**src/rtl/proj_pkg.sv**
```systemverilog
// Project-wide constants shared between the k-mer buffer and the murmur hasher.
package proj_pkg;
    parameter int KMER_BUFFER_HASHER_KMER_LEN  = 16;
    parameter int KMER_BUFFER_HASHER_BASE_BITS = 2;
endpackage

```
**src/rtl/kmer_buffer.sv**
```systemverilog
// Sliding k-mer window feeding the murmur hasher: packs the last KMER_LEN bases
// of a sequence into one word per accepted base once the window is full.
module kmer_buffer #(
    parameter int KMER_LEN         = proj_pkg::KMER_BUFFER_HASHER_KMER_LEN,
    parameter int BASE_BITS        = proj_pkg::KMER_BUFFER_HASHER_BASE_BITS,
    parameter int HASHER_DATA_BITS = KMER_LEN * BASE_BITS,
    parameter int IDX_BITS         = 16
) (
    input  logic                        clk,
    input  logic                        rst,
    input  logic                        base_valid,
    output logic                        base_ready,
    input  logic [BASE_BITS-1:0]        base_data,
    input  logic                        base_last,
    output logic                        kmer_valid,
    input  logic                        kmer_ready,
    output logic [HASHER_DATA_BITS-1:0] kmer_data,
    output logic                        kmer_last,
    output logic [IDX_BITS-1:0]         kmer_index,
    output logic                        short_seq
);

    localparam int CNT_BITS = (KMER_LEN > 1) ? $clog2(KMER_LEN) : 1;
    localparam logic [CNT_BITS-1:0] LAST_FILL = CNT_BITS'(KMER_LEN - 1);

    typedef enum logic {
        FILL   = 1'b0,
        STREAM = 1'b1
    } state_t;

    state_t                      state_r, state_nxt_s;
    logic [CNT_BITS-1:0]         fill_cnt_r, fill_cnt_nxt_s;
    logic [HASHER_DATA_BITS-1:0] window_r, window_nxt_s, window_shift_s;
    logic [IDX_BITS-1:0]         seq_idx_r, seq_idx_nxt_s;
    logic                        kmer_valid_r, kmer_valid_nxt_s;
    logic [HASHER_DATA_BITS-1:0] kmer_data_r, kmer_data_nxt_s;
    logic                        kmer_last_r, kmer_last_nxt_s;
    logic [IDX_BITS-1:0]         kmer_index_r, kmer_index_nxt_s;
    logic                        short_seq_r, short_seq_nxt_s;
    logic                        accept_s, in_stream_s, emit_s;

    assign base_ready     = !rst && (!kmer_valid_r || kmer_ready);
    assign accept_s       = base_valid && base_ready;
    // A full window also covers KMER_LEN=1, where FILL never has to wait.
    assign in_stream_s    = (state_r == STREAM) || (fill_cnt_r == LAST_FILL);
    assign emit_s         = accept_s && in_stream_s;
    assign window_shift_s = (window_r << BASE_BITS) | HASHER_DATA_BITS'(base_data);

    assign kmer_valid = kmer_valid_r;
    assign kmer_data  = kmer_data_r;
    assign kmer_last  = kmer_last_r;
    assign kmer_index = kmer_index_r;
    assign short_seq  = short_seq_r;

    // Next-state, window and output-register load logic.
    always_comb begin
        state_nxt_s      = state_r;
        fill_cnt_nxt_s   = fill_cnt_r;
        window_nxt_s     = window_r;
        seq_idx_nxt_s    = seq_idx_r;
        kmer_valid_nxt_s = kmer_valid_r;
        kmer_data_nxt_s  = kmer_data_r;
        kmer_last_nxt_s  = kmer_last_r;
        kmer_index_nxt_s = kmer_index_r;
        short_seq_nxt_s  = 1'b0;

        if (emit_s) begin
            kmer_valid_nxt_s = 1'b1;
            kmer_data_nxt_s  = window_shift_s;
            kmer_last_nxt_s  = base_last;
            kmer_index_nxt_s = seq_idx_r;
            if (seq_idx_r == {IDX_BITS{1'b1}}) begin
                seq_idx_nxt_s = seq_idx_r;
            end else begin
                seq_idx_nxt_s = seq_idx_r + IDX_BITS'(1);
            end
        end else if (kmer_ready) begin
            kmer_valid_nxt_s = 1'b0;
        end else begin
            kmer_valid_nxt_s = kmer_valid_r;
        end

        // A sequence end overrides the window advance and restarts the fill.
        if (accept_s && base_last) begin
            state_nxt_s     = FILL;
            fill_cnt_nxt_s  = '0;
            window_nxt_s    = '0;
            seq_idx_nxt_s   = '0;
            short_seq_nxt_s = !in_stream_s;
        end else if (accept_s) begin
            window_nxt_s = window_shift_s;
            case (state_r)
                FILL: begin
                    if (!in_stream_s) begin
                        fill_cnt_nxt_s = fill_cnt_r + CNT_BITS'(1);
                        if (fill_cnt_r == (LAST_FILL - CNT_BITS'(1))) begin
                            state_nxt_s = STREAM;
                        end else begin
                            state_nxt_s = FILL;
                        end
                    end else begin
                        state_nxt_s = STREAM;
                    end
                end
                STREAM:  state_nxt_s = STREAM;
                default: state_nxt_s = FILL;
            endcase
        end else begin
            state_nxt_s = state_r;
        end
    end

    // State, window and output registers.
    always_ff @(posedge clk or posedge rst) begin
        if (rst) begin
            state_r      <= FILL;
            fill_cnt_r   <= '0;
            window_r     <= '0;
            seq_idx_r    <= '0;
            kmer_valid_r <= 1'b0;
            kmer_data_r  <= '0;
            kmer_last_r  <= 1'b0;
            kmer_index_r <= '0;
            short_seq_r  <= 1'b0;
        end else begin
            state_r      <= state_nxt_s;
            fill_cnt_r   <= fill_cnt_nxt_s;
            window_r     <= window_nxt_s;
            seq_idx_r    <= seq_idx_nxt_s;
            kmer_valid_r <= kmer_valid_nxt_s;
            kmer_data_r  <= kmer_data_nxt_s;
            kmer_last_r  <= kmer_last_nxt_s;
            kmer_index_r <= kmer_index_nxt_s;
            short_seq_r  <= short_seq_nxt_s;
        end
    end

endmodule

```
**config.mk**
```make
export PLATFORM = sky130hd
export DESIGN_NAME = kmer_buffer
export DESIGN_NICKNAME = d
export VERILOG_FILES = /design/src/rtl/proj_pkg.sv /design/src/rtl/kmer_buffer.sv
export SDC_FILE = /design/constraint.sdc
export NUM_CORES = 1
export LEC_CHECK = 0
export BUFFER_PORTS_ARGS = -buffer_cell sky130_fd_sc_hd__buf_2
export CAP_MARGIN = 20
export CORE_MARGIN = 3
export CORE_UTILIZATION = 36
export CTS_CLUSTER_DIAMETER = 150
export CTS_CLUSTER_SIZE = 20
export DETAILED_ROUTE_END_ITERATION = 7
export HOLD_SLACK_MARGIN = 0.08
export PLACE_DENSITY_LB_ADDON = 0.08
export SYNTH_ARGS = -nofsm -noshare
export SYNTH_HDL_FRONTEND = slang
export SYNTH_SLANG_ARGS = --single-unit
```
**constraint.sdc**
```tcl
create_clock -name clk -period 4.04 [get_ports clk]
set_clock_uncertainty 0.05 [all_clocks]
set_input_delay 0.404 -clock clk [delete_from_list [all_inputs] [get_ports clk]]
set_output_delay 0.404 -clock clk [all_outputs]
set_load 0.02 [all_outputs]
```
==> results.cfg <==
[run_status]
outcome = finished clean

[setup_path]
critical_path_depth = 5
worstPathBufferInverterCount = 1
start_kind = register
crit_arrival_ns = 2.84
worst-setup-path-type = register to register
cp.required_ns = 4.22
crit_path_cell_trace = ha_1, a31oi_2, nor2_4, buf_4, mux2_2
critical_path.top_delay_family = simple AND/OR/NAND/NOR gates
timing.reg2reg.worst_path_depth = 5
cp-end-kind = register
crit_fanout = 35
critPathSlowestCell = sky130_fd_sc_hd__nor2_4
critical-path-max-stage-delay_ns = 0.51

[floorplanning]
floorplan.die.width_um = 117
die_area_um2 = 13690
fp-row-count = 39
io-pin-count = 59
die_height_um = 117
initial_core_utilization = 0.3787
placeableCoreArea_um2 = 11710

[route]
ant_nets = 0
drt_wl_total_um = 9227
drt-vias-per-instance = 5.257
wire_per_inst_um = 15.51
via_count = 3128
dr.first_iter.drc_count = 182
remaining_drc_errors = 0
detail_route.first_pass.iterations = 4

[cts]
tritoncts_num_sinks = 102
cts-hold-fix-buffers = 0
cts-buffers-inserted = 9
tritoncts = done
clk_transition_reported_paths_ns = 0.07
cts_repair_resize_count = 0
postCtsSetupRepairBufs = 0
clock_insertion_delay_worst_skew_ns = 0.35
cts_buffer_depth = 2
h-tree-depth = 3
clock_tree.root_cell = sky130_fd_sc_hd__clkbuf_16

[synthesis]
synth_edf_count = 0
netlist_area_um2 = 4436
top_cell_type_s_share_of_synthesized_area = 0.5755
synthArstFlopShare = 1.000
synth_fp_nets = 405
synth_largest_area_cell = sky130_fd_sc_hd__dfrtp_1
synth_most_common_cell = sky130_fd_sc_hd__dfrtp_1
synthesized_instance_count = 395
synth-seq-cells = 102
synth.avg_cell_area_um2 = 11.23
synth.top_cells.by_count = sky130_fd_sc_hd__dfrtp_1, sky130_fd_sc_hd__nand2_1, sky130_fd_sc_hd__mux2_2, sky130_fd_sc_hd__o21ai_0, sky130_fd_sc_hd__clkbuf_1
post_synth_num_cell_types = 51
postSynth.topFlopCell = sky130_fd_sc_hd__dfrtp_1
proportion_of_synthesized_chip_area_in_sequential_cells = 0.5755
yosysWarnings = 0
synth_top_cells_by_area = sky130_fd_sc_hd__dfrtp_1, sky130_fd_sc_hd__mux2_2, sky130_fd_sc_hd__nand2_1

[pwr]
power_per_cell_area_nw_per_um2 = 478.4
leakagePower_uw = 0.002477
power_uw = 2475
vdd_ir_drop_max_uv = 272.3

[final_layout]
fin_nets = 457
finish.utilization = 0.4418
final_cell_count_no_fill = 595
final_layout_size_suffix_gt1_frac = 0.3142
antenna_cells = 0
layout-area-overhead-vs-synth_pct = 16.64

[sta]
timing.setup.tns_ns = 0
worst-slew-pin-transition_ns = 0.9613
min_period_over_period = 0.6574
layout_min_cycle_time_ns = 2.656
max_slew_margin = 0.3591
setup_viol_count_final = 0
final.setup.worst_slack_ns = 1.384
grt_setup_unrepaired = false
hold_violations = 0
fmax_mhz = 376.5
maxSlewViolCount = 0

[place]
dp_hpwl_um = 5889
gpl_wtd_cong = 0.8456
numPortBuffers = 58
place_inst = 579
dpl_worst_slack_ns = 1.352

[grt]
grt-ovfl-total = 0
grt_pass1_vias = 3030
grt_pass1_wl_um = 15900
gr-usage-all-layers = 0.1501
grt_max_degree = 79
initial_antenna_violation_count = 0

[hold_path]
hold_path_class = input port to async pin

[run]
max_cap_viol_count = 0
-- worst register-to-register path: stages (launching register included) --
cell and delay, ns:
sky130_fd_sc_hd__dfrtp_1 0.41, sky130_fd_sc_hd__ha_1 0.27, sky130_fd_sc_hd__a31oi_2 0.35, sky130_fd_sc_hd__nor2_4 0.52
sky130_fd_sc_hd__buf_4 0.52, sky130_fd_sc_hd__mux2_2 0.43
-- per-layer routing --
metal / routed length, µm / up-vias / global-route usage
li1: - / 1534 / -
met5: 0 / - / 0
met1: 4747 / 1508 / 0.2251
met4: 157 / 0 / 0.06422
met2: 3811 / 73 / 0.2036
met3: 511 / 13 / 0.03907
-- flip-flops by register name, summed over array words and instances, names as in the netlist --
name	flops
fill_cnt_r	4
kmer_data	32
kmer_index	16
kmer_last	1
kmer_valid	1
seq_idx_r	16
short_seq	1
state_r	1
window_r	30
-- kinds of logic after synthesis --
family,share of synthesized area
buf+inv,0.02934
flops,0.5755
fa+ha+maj,0.008464
compound gates,0.1066
simple gates,0.1557
mux,0.1244
-- layout make-up --
class	count	area (µm²)
fillers	1163	6538
flip-flops and latches	102	2552
multi-input cells	260	1763
repair buffers	63	327.8
clock buffers	11	242.7
well taps	143	178.9
clock inverters	5	65.06
inverters	11	43.79
-- placed cells by master (no fill, tap or decap), types with 2 or more instances in the layout --
cell and instances:
sky130_fd_sc_hd__a21oi_1 4, sky130_fd_sc_hd__a311o_1 2, sky130_fd_sc_hd__a31o_2 2, sky130_fd_sc_hd__a31oi_1 2, sky130_fd_sc_hd__and3_1 4, sky130_fd_sc_hd__buf_2 58, sky130_fd_sc_hd__buf_4 5, sky130_fd_sc_hd__clkbuf_16 9
sky130_fd_sc_hd__dfrtp_1 102, sky130_fd_sc_hd__ha_1 3, sky130_fd_sc_hd__inv_1 9, sky130_fd_sc_hd__inv_6 3, sky130_fd_sc_hd__mux2_2 49, sky130_fd_sc_hd__nand2_1 77, sky130_fd_sc_hd__nand2b_1 2, sky130_fd_sc_hd__nand3_1 7
sky130_fd_sc_hd__nand4_1 7, sky130_fd_sc_hd__nand4_2 2, sky130_fd_sc_hd__nand4b_1 2, sky130_fd_sc_hd__nor2_1 8, sky130_fd_sc_hd__nor2b_1 2, sky130_fd_sc_hd__nor3_1 3, sky130_fd_sc_hd__nor4_1 8, sky130_fd_sc_hd__o211ai_1 3
sky130_fd_sc_hd__o21ai_0 40, sky130_fd_sc_hd__o311ai_0 4, sky130_fd_sc_hd__or4_4 3
-- metrics by stage --
stage	hold WS [ns]	instance area, µm²
after floorplan	0.3944	4436
after global placement	0.4157	4866
after detailed placement	0.4272	4866
after CTS	0.2387	5174
after global routing	0.2537	5174
final	0.2441	5174
-- final timing paths --
check,startpoint,to,slack (ns)
worst max-delay path,fill_cnt_r[0],kmer_index[5],1.38
worst min-delay path,rst,kmer_index[15],0.24
worst max register to register,fill_cnt_r[0],kmer_index[5],1.38
worst min register to register,window_r[28],window_r[28],0.44
max in group asynchronous,rst,kmer_index[2],2.80
min in group clk,base_data[0],window_r[0],0.25
-- where the power goes --
group / switching [µW] / internal (µW)
clock: 389 / 505
sequential: 82.6 / 1120
combinational: 233 / 144
(Power assumes the default switching activity.)
